[config.mk]
export PLATFORM = sky130hd
export DESIGN_NAME = reg_trace_tx
export DESIGN_NICKNAME = d
export VERILOG_FILES = /design/src/rtl/trace_pkg.sv /design/src/rtl/reg_trace_tx.sv
export SDC_FILE = /design/constraint.sdc
export NUM_CORES = 1
export LEC_CHECK = 0
export BUFFER_PORTS_ARGS = -buffer_cell sky130_fd_sc_hd__clkbuf_2
export CAP_MARGIN = 20
export CELL_PAD_IN_SITES_DETAIL_PLACEMENT = 0
export CELL_PAD_IN_SITES_GLOBAL_PLACEMENT = 1
export CORE_MARGIN = 3
export CORE_UTILIZATION = 46
export DETAILED_ROUTE_END_ITERATION = 8
export PLACE_DENSITY_LB_ADDON = 0.25
export SYNTH_ARGS = -nofsm -noshare
export SYNTH_HDL_FRONTEND = slang
export SYNTH_SLANG_ARGS = --single-unit
[constraint.sdc]
create_clock -name clk -period 3.9 [get_ports clk]
set_input_delay 0.78 -clock clk [delete_from_list [all_inputs] [get_ports clk]]
set_output_delay 0.78 -clock clk [all_outputs]
set_load 0.05 [all_outputs]
[src/rtl/trace_pkg.sv]
// Shared types and constants for the register-file trace transmitter.
package trace_pkg;

    typedef enum logic [1:0] {
        ST_IDLE,
        ST_HDR,
        ST_REG
    } trace_state_t;

    localparam int          FRAME_WORDS     = 33;
    localparam logic [15:0] DEFAULT_HDR_TAG = 16'hC10C;
    localparam logic [4:0]  LAST_ADDR       = 5'(FRAME_WORDS - 2);

endpackage

[src/rtl/reg_trace_tx.sv]
// Streams a tagged header followed by all 32 GPRs as a valid/ready frame,
// queueing one trigger while busy and counting the ones it has to drop.
module reg_trace_tx
    import trace_pkg::*;
#(
    parameter logic [15:0] HDR_TAG = DEFAULT_HDR_TAG,
    parameter int          DROP_W  = 8
) (
    input  logic              clk,
    input  logic              rst,
    input  logic              trig,
    output logic [4:0]        rf_raddr,
    input  logic [31:0]       rf_rdata,
    output logic              out_valid,
    input  logic              out_ready,
    output logic [31:0]       out_data,
    output logic              out_last,
    output logic              overflow,
    output logic [DROP_W-1:0] drop_cnt
);

    trace_state_t state, state_next;

    logic [15:0] cycle;
    logic        pending, pending_next;
    logic [15:0] pend_cnt, pend_cnt_next;
    logic [15:0] hdr_cnt;
    logic        load_hdr, load_reg, go_idle, drop;
    logic        hs, final_hs;

    assign hs       = out_valid && out_ready;
    assign final_hs = hs && out_last;

    always_ff @(posedge clk or negedge rst) begin
        if (!rst) state <= ST_IDLE;
        else      state <= state_next;
    end

    // A trigger arriving on the final handshake never counts as a drop: it
    // either starts the next frame directly or replaces the consumed pending one.
    always_comb begin
        state_next    = state;
        load_hdr      = 1'b0;
        load_reg      = 1'b0;
        go_idle       = 1'b0;
        drop          = 1'b0;
        hdr_cnt       = cycle;
        pending_next  = pending;
        pend_cnt_next = pend_cnt;
        case (state)
            ST_IDLE: begin
                if (trig) begin
                    load_hdr   = 1'b1;
                    state_next = ST_HDR;
                end
            end
            ST_HDR, ST_REG: begin
                if (final_hs) begin
                    if (pending) begin
                        load_hdr     = 1'b1;
                        hdr_cnt      = pend_cnt;
                        state_next   = ST_HDR;
                        pending_next = trig;
                        if (trig) pend_cnt_next = cycle;
                    end else if (trig) begin
                        load_hdr   = 1'b1;
                        state_next = ST_HDR;
                    end else begin
                        go_idle    = 1'b1;
                        state_next = ST_IDLE;
                    end
                end else begin
                    if (hs) begin
                        load_reg   = 1'b1;
                        state_next = ST_REG;
                    end
                    if (trig) begin
                        if (!pending) begin
                            pending_next  = 1'b1;
                            pend_cnt_next = cycle;
                        end else begin
                            drop = 1'b1;
                        end
                    end
                end
            end
            default: state_next = ST_IDLE;
        endcase
    end

    always_ff @(posedge clk or negedge rst) begin
        if (!rst) begin
            cycle     <= '0;
            pending   <= 1'b0;
            pend_cnt  <= '0;
            out_valid <= 1'b0;
            out_last  <= 1'b0;
            out_data  <= '0;
            rf_raddr  <= '0;
            overflow  <= 1'b0;
            drop_cnt  <= '0;
        end else begin
            cycle    <= cycle + 16'd1;
            pending  <= pending_next;
            pend_cnt <= pend_cnt_next;
            if (load_hdr) begin
                out_data  <= {HDR_TAG, hdr_cnt};
                out_valid <= 1'b1;
                out_last  <= 1'b0;
                rf_raddr  <= '0;
            end else if (load_reg) begin
                out_data <= rf_rdata;
                out_last <= (rf_raddr == LAST_ADDR);
                rf_raddr <= rf_raddr + 5'd1;
            end else if (go_idle) begin
                out_valid <= 1'b0;
                out_last  <= 1'b0;
            end
            if (drop) begin
                overflow <= 1'b1;
                if (drop_cnt != {DROP_W{1'b1}})
                    drop_cnt <= drop_cnt + {{(DROP_W-1){1'b0}}, 1'b1};
            end
        end
    end

endmodule

Word-level counts from Yosys, hierarchy flattened
Index checks and enable logic that the tools add are counted.

Logic and storage cells: 75. Bits in registers: 83.

Eq/ne operators: 9. Reductions and logical operators: 13. $add $sub $neg: 3. Muxes and demuxes: 40.

Operators with widths (count): 16-bit 2-to-1 mux (7); 32-bit 2-to-1 mux (2); 1-bit 2-to-1 mux (24); 16-bit by 1-bit adder with 16-bit output, second input constant (1); 5-bit 2-to-1 mux (2); 8-bit by 1-bit adder with 8-bit output, second input constant (1); 2-bit != test, second input constant (4); 8-bit != test, second input constant (1); 2-bit AND reduction (4); 2-bit 2-to-1 mux (3); 2-bit nonzero test (3); 5-bit by 1-bit adder with 5-bit output, second input constant (1); 5-bit == test, second input constant (1); 2-bit one-hot mux with 2 select lines (1); 4-bit AND reduction (1); 3-bit != test, second input constant (1); 3-bit nonzero test (1); 2-bit by 1-bit == test with 1-bit output, second input constant (1); 2-bit == test, second input constant (1); 1-bit logical AND (2); 2-bit logical NOT (1); 1-bit one-hot mux with 2 select lines (1); 2-bit OR reduction (1).

Depth between registers and ports, before layout
Depth after elaboration: 7. Depth in mapped cells: 9.

Least setup slack after synthesis
Ideal clock, no wire load.

Path type: reg2reg. From: register out_valid. To: register pend_cnt[0]. Cell stages (with the launch flop): 7. Library setup time: 0.125 ns. Required time: 3.775 ns. Arrival: 1.804 ns. Path slack: 1.971 ns. Clock period less this slack: 1.929 ns. Cell sequence: dfrtp_1 > nand3_2 > xor2_1 > and3_1 > buf_6 > buf_6 > mux2_4.

Cells in the longest elaborated chain, start to end: 4. Elaborated cells between the ends (all ways): 6. Classes of those cells: 1 x eq/ne; 1 x mux; 4 x reduce/logical.

Ends and longest elaborated chain: start, declared (line reg_trace_tx.sv:14) `output logic out_valid,`; start signal, assigned (line reg_trace_tx.sv:96) `out_valid <= 1'b0;`; start signal, assigned (line reg_trace_tx.sv:108) `out_valid <= 1'b1;`; start signal, assigned (line reg_trace_tx.sv:116) `out_valid <= 1'b0;`; 1-bit logical AND (*) (line reg_trace_tx.sv:31) `assign hs = out_valid && out_ready;`; 1-bit logical AND (*) (line reg_trace_tx.sv:32) `assign final_hs = hs && out_last;`; 2-bit != test (no line) or 2-bit nonzero test (tied branches); 4-bit AND reduction (no line); end signal, assigned (line reg_trace_tx.sv:105) `pend_cnt <= pend_cnt_next;`; end, declared (line reg_trace_tx.sv:26) `logic [15:0] pend_cnt, pend_cnt_next;`.

Mark *: on every way between the ends. The rest lies on a longest branch, timed or not. A chain may end at the register's enable or synchronous reset.

Worst setup path in the final report
From: register state[0]. To: register out_data[7].

Cells in the longest elaborated chain, start to end: 4. Elaborated cells between the ends (all ways): 9. Classes of those cells: 2 x eq/ne; 4 x mux; 3 x reduce/logical.

Ends and longest elaborated chain: start, declared (line reg_trace_tx.sv:22) `trace_state_t state, state_next;`; start signal, assigned (line reg_trace_tx.sv:36) `else state <= state_next;`; 2-bit by 1-bit == test with 1-bit output or 2-bit == test (tied branches) (line reg_trace_tx.sv:50) `case (state)`; 2-bit OR reduction (line reg_trace_tx.sv:50); 1-bit one-hot mux with 2 select lines (tied with other cells) (line reg_trace_tx.sv:50); 32-bit 2-to-1 mux or 2-bit nonzero test (tied branches); end signal, assigned (line reg_trace_tx.sv:107) `out_data <= {HDR_TAG, hdr_cnt};`; end signal, assigned (line reg_trace_tx.sv:112) `out_data <= rf_rdata;`; end, declared (line reg_trace_tx.sv:16) `output logic [31:0] out_data,`.

Several ways; a longest one is shown, not always the timed one.

==> impl_results.md <==
- Crit path DAT: 2.73 ns
- Sequential-to-total area share from yosys stat: 54.2%
- Highest achievable clock rate: 408 MHz
- Number of buffer cells added on primary ports: 83
- Top fanout value on the critical path: 18
- Total number of clock tree sinks: 83
- Startpoint of the worst-slack reg-to-reg timing path: state[0]$_DFFE_PN0P_
- Effective utilization at floorplan: 48.6%
- Maximum root-to-sink buffer count: 2
- Relative slew slack: 36.4%
- Placeable core region: 0.00789 mm2
- Synthesized flop and latch total: 83
- Worst-Margin Slew: 0.954 ns
- Power consumption: 3.40 mW
- Crit start category: flop
- Post-cts resize count: 0
- Share of the clock period used by the worst path after layout: 62.8%
- Max-Cap Viols: 0
- Global Route Usage Sum: 17.0%
- Share of async-settable or async-resettable flops after synthesis: 100%
- Static leakage: 2.36 nW
- Flop pwr share: 35.8%
- Total overflow reported by the global router: 0
- Global-route wire length before repair: 13100 um
- Violation count after the first detailed-route iteration: 51
- Min-delay worst type: input port to async pin
- Final routed DRC violation total: 0
- PwrDens: 747 mW/mm2
- Pin count of the biggest net entering global routing: 84
- Mapped Area: 0.00383 mm2
- Post-synth top area cell: dfrtp_1
- Worst clock skew on the final layout: 0.00757 ns
- Fraction of final layout cells sized beyond drive strength 1: 29.1%
- Die span in y: 97.2 um
- Growth of design area from synthesis to finish: 18.6%
- Final number of hold-violating endpoints: 0
- Instance count of the mapped netlist: 329
- Int Power: 1.92 mW
- Drt pass-1 iters: 4
- Via count normalized by instance count: 5.10
- Synthesis Warnings: 0
- Largest cells by area after synthesis: dfrtp_1 (54%), mux2i_1 (13%), nand2_1 (5.3%), mux2_4 (3.9%), xnor2_1 (3.2%)
- Worst-skew pair later-pin latency: 0.35 ns
- GP Congestion: 0.738
- Die extent in x: 97.2 um
- Fill count: 708
- Most frequent cells in the layout: dfrtp_1 (83), clkbuf_2 (82), nand2_1 (54)
- Via Count: 2621
- WL/cell: 15.0 um
- Result of the run: complete, no violations
- Total detailed-routing wirelength: 7710 um
- Distinct cell type count after synthesis: 38
- CTS H-Tree Depth: 3
- # IOs: 84
- Placed wire-length estimate after detailed placement: 5270 um
- Power dissipated by switching net loads: 1.48 mW
- Predominant post-synthesis flop cell: dfrtp_1
- Number of synthesized flops with an enable pin: 0
- N_diodes: 0
- Clock-pin slew of the registers on the worst-case setup and hold paths: 0.08 ns
- CTS tree: done
- Antenna Nets Post-Route: 0
- Total CTS buffers: 9
- Total setup buffers inserted after CTS: 0
- Most common library cell in the layout ignoring fill and taps: dfrtp_1
- Die Footprint: 0.00946 mm2
- Type of the worst setup path: flop to flop
- Cell at the root of the clock tree: clkbuf_8
- Final setup violation count: 0
- RSZ-0062 raised after global routing: false
- Vias in the first global route: 2632
- Peak VDD IR: 0.321 mV
- Type of destination of the critical path: flop
- Mean post-synth cell area: 11.6 um2
- Number of nets in the finished design: 450
- Startpoint of the worst setup timing path: state[0]$_DFFE_PN0P_
- Cts hold-fix bufs: 0
- Initial antenna violation count: 0
- Max-slew violations: 0
- Share of power burned in the clock network: 21.3%
- Final Critical Period: 2.45 ns
- Setup_tns: 0 ns
- Count of standard-cell rows: 32
- Switching share of power: 43.6%
- Combinational group share of total power: 42.9%
- Syn Nets: 371
- Area share of the largest cell type after synthesis: 54.2%
- WP data required: 4.18 ns
[cell usage after synthesis (3+ instances only)]
| cell | number |
|---|---|
| clkbuf_1 | 3 |
| ha_1 | 6 |
| nand3_1 | 14 |
| a21oi_1 | 17 |
| and3_1 | 4 |
| buf_2 | 9 |
| nand4_1 | 7 |
| mux2i_1 | 48 |
| xor2_1 | 11 |
| mux2_2 | 6 |
| dfrtp_1 | 83 |
| nor2_1 | 9 |
| inv_1 | 5 |
| mux2_4 | 10 |
| nand2_1 | 54 |
| xnor2_1 | 14 |
[state kept, by name, summed over array words and instances (netlist names)]
signal	count
cycle	16
out_valid	1
rf_raddr	5
out_data	32
drop_cnt	8
pend_cnt	16
state	2
overflow	1
out_last	1
pending	1
[layout make-up]
type / instances / area [um2] / share of cell area [%]
sequential: 83 / 2080 / 45.7
clock buffer: 10 / 128 / 2.81
timing repair buffer: 85 / 453 / 9.97
tap: 102 / 128 / 2.81
inverter: 5 / 18.8 / 0.413
multi-input combinational: 224 / 1640 / 36.0
clock inverter: 5 / 103 / 2.26
[worst max-delay path: stages (launching register included)]
cell	delay, ns
dfrtp_1	0.40
inv_1	0.06
ha_1	0.40
and4_1	0.26
nand2_4	0.27
a21o_1	0.40
buf_4	0.35
mux2i_1	0.22
[path summary, 6_finish.rpt]
kind / endpoint / slack [ns] / depth (start not counted)
max: out_data[7]$_DFFE_PN0P_ / 1.45 / 7
min: out_data[21]$_DFFE_PN0P_ / 0.33 / 1
max reg2reg: out_data[7]$_DFFE_PN0P_ / 1.45 / 7
min reg2reg: overflow$_DFFE_PN0P_ / 0.47 / 1
max in group asynchronous: cycle[15]$_DFF_PN0_ / 2.98 / 2
min in group clk: overflow$_DFFE_PN0P_ / 0.47 / 1
[power groups by stage]
stage	sequential [mW]	combinational, mW	clock [mW]
after detailed placement	1.23	1.47	0
final	1.22	1.46	0.723
after floorplan	1.78	0.612	0
after CTS	1.22	1.47	0.742
after global routing	1.24	1.56	0.778
after global placement	1.23	1.46	0
[metal layers]
layer  vias to the layer above  global-route usage [%]  routed length [um]
li1                       1291                       -                   -
met3                        10                    3.80                 311
met5                         -                       0                   0
met4                         0                    6.82                 106
met2                        54                    25.3                3390
met1                      1266                    24.2                3910
[stage by stage]
stage | instance area (um2) | worst slack [ns] | std cells | hold slack (ns) | util [%]
after floorplan | 3830 | 1.97 | 329 | 0.467 | -
after global placement | 4290 | 1.38 | 498 | 0.453 | 54.3
after detailed placement | 4290 | 1.36 | 498 | 0.452 | 54.3
after CTS | 4520 | 1.45 | 513 | 0.475 | 57.2
after global routing | 4540 | 1.28 | 514 | 0.332 | 57.6
final | 4540 | 1.45 | 514 | 0.330 | 57.6
[cell families (layout without fill, tap and decap cells)]
logic type,after synthesis,after routing,synth area share [%]
simple gates,101,101,12.3
flops,83,83,54.2
mux,64,64,18.2
compound gates,28,28,4.48
xor+xnor,25,25,5.72
buf+inv,22,105,3.07
fa+ha+maj,6,6,1.96
(Power assumes the default switching activity.)
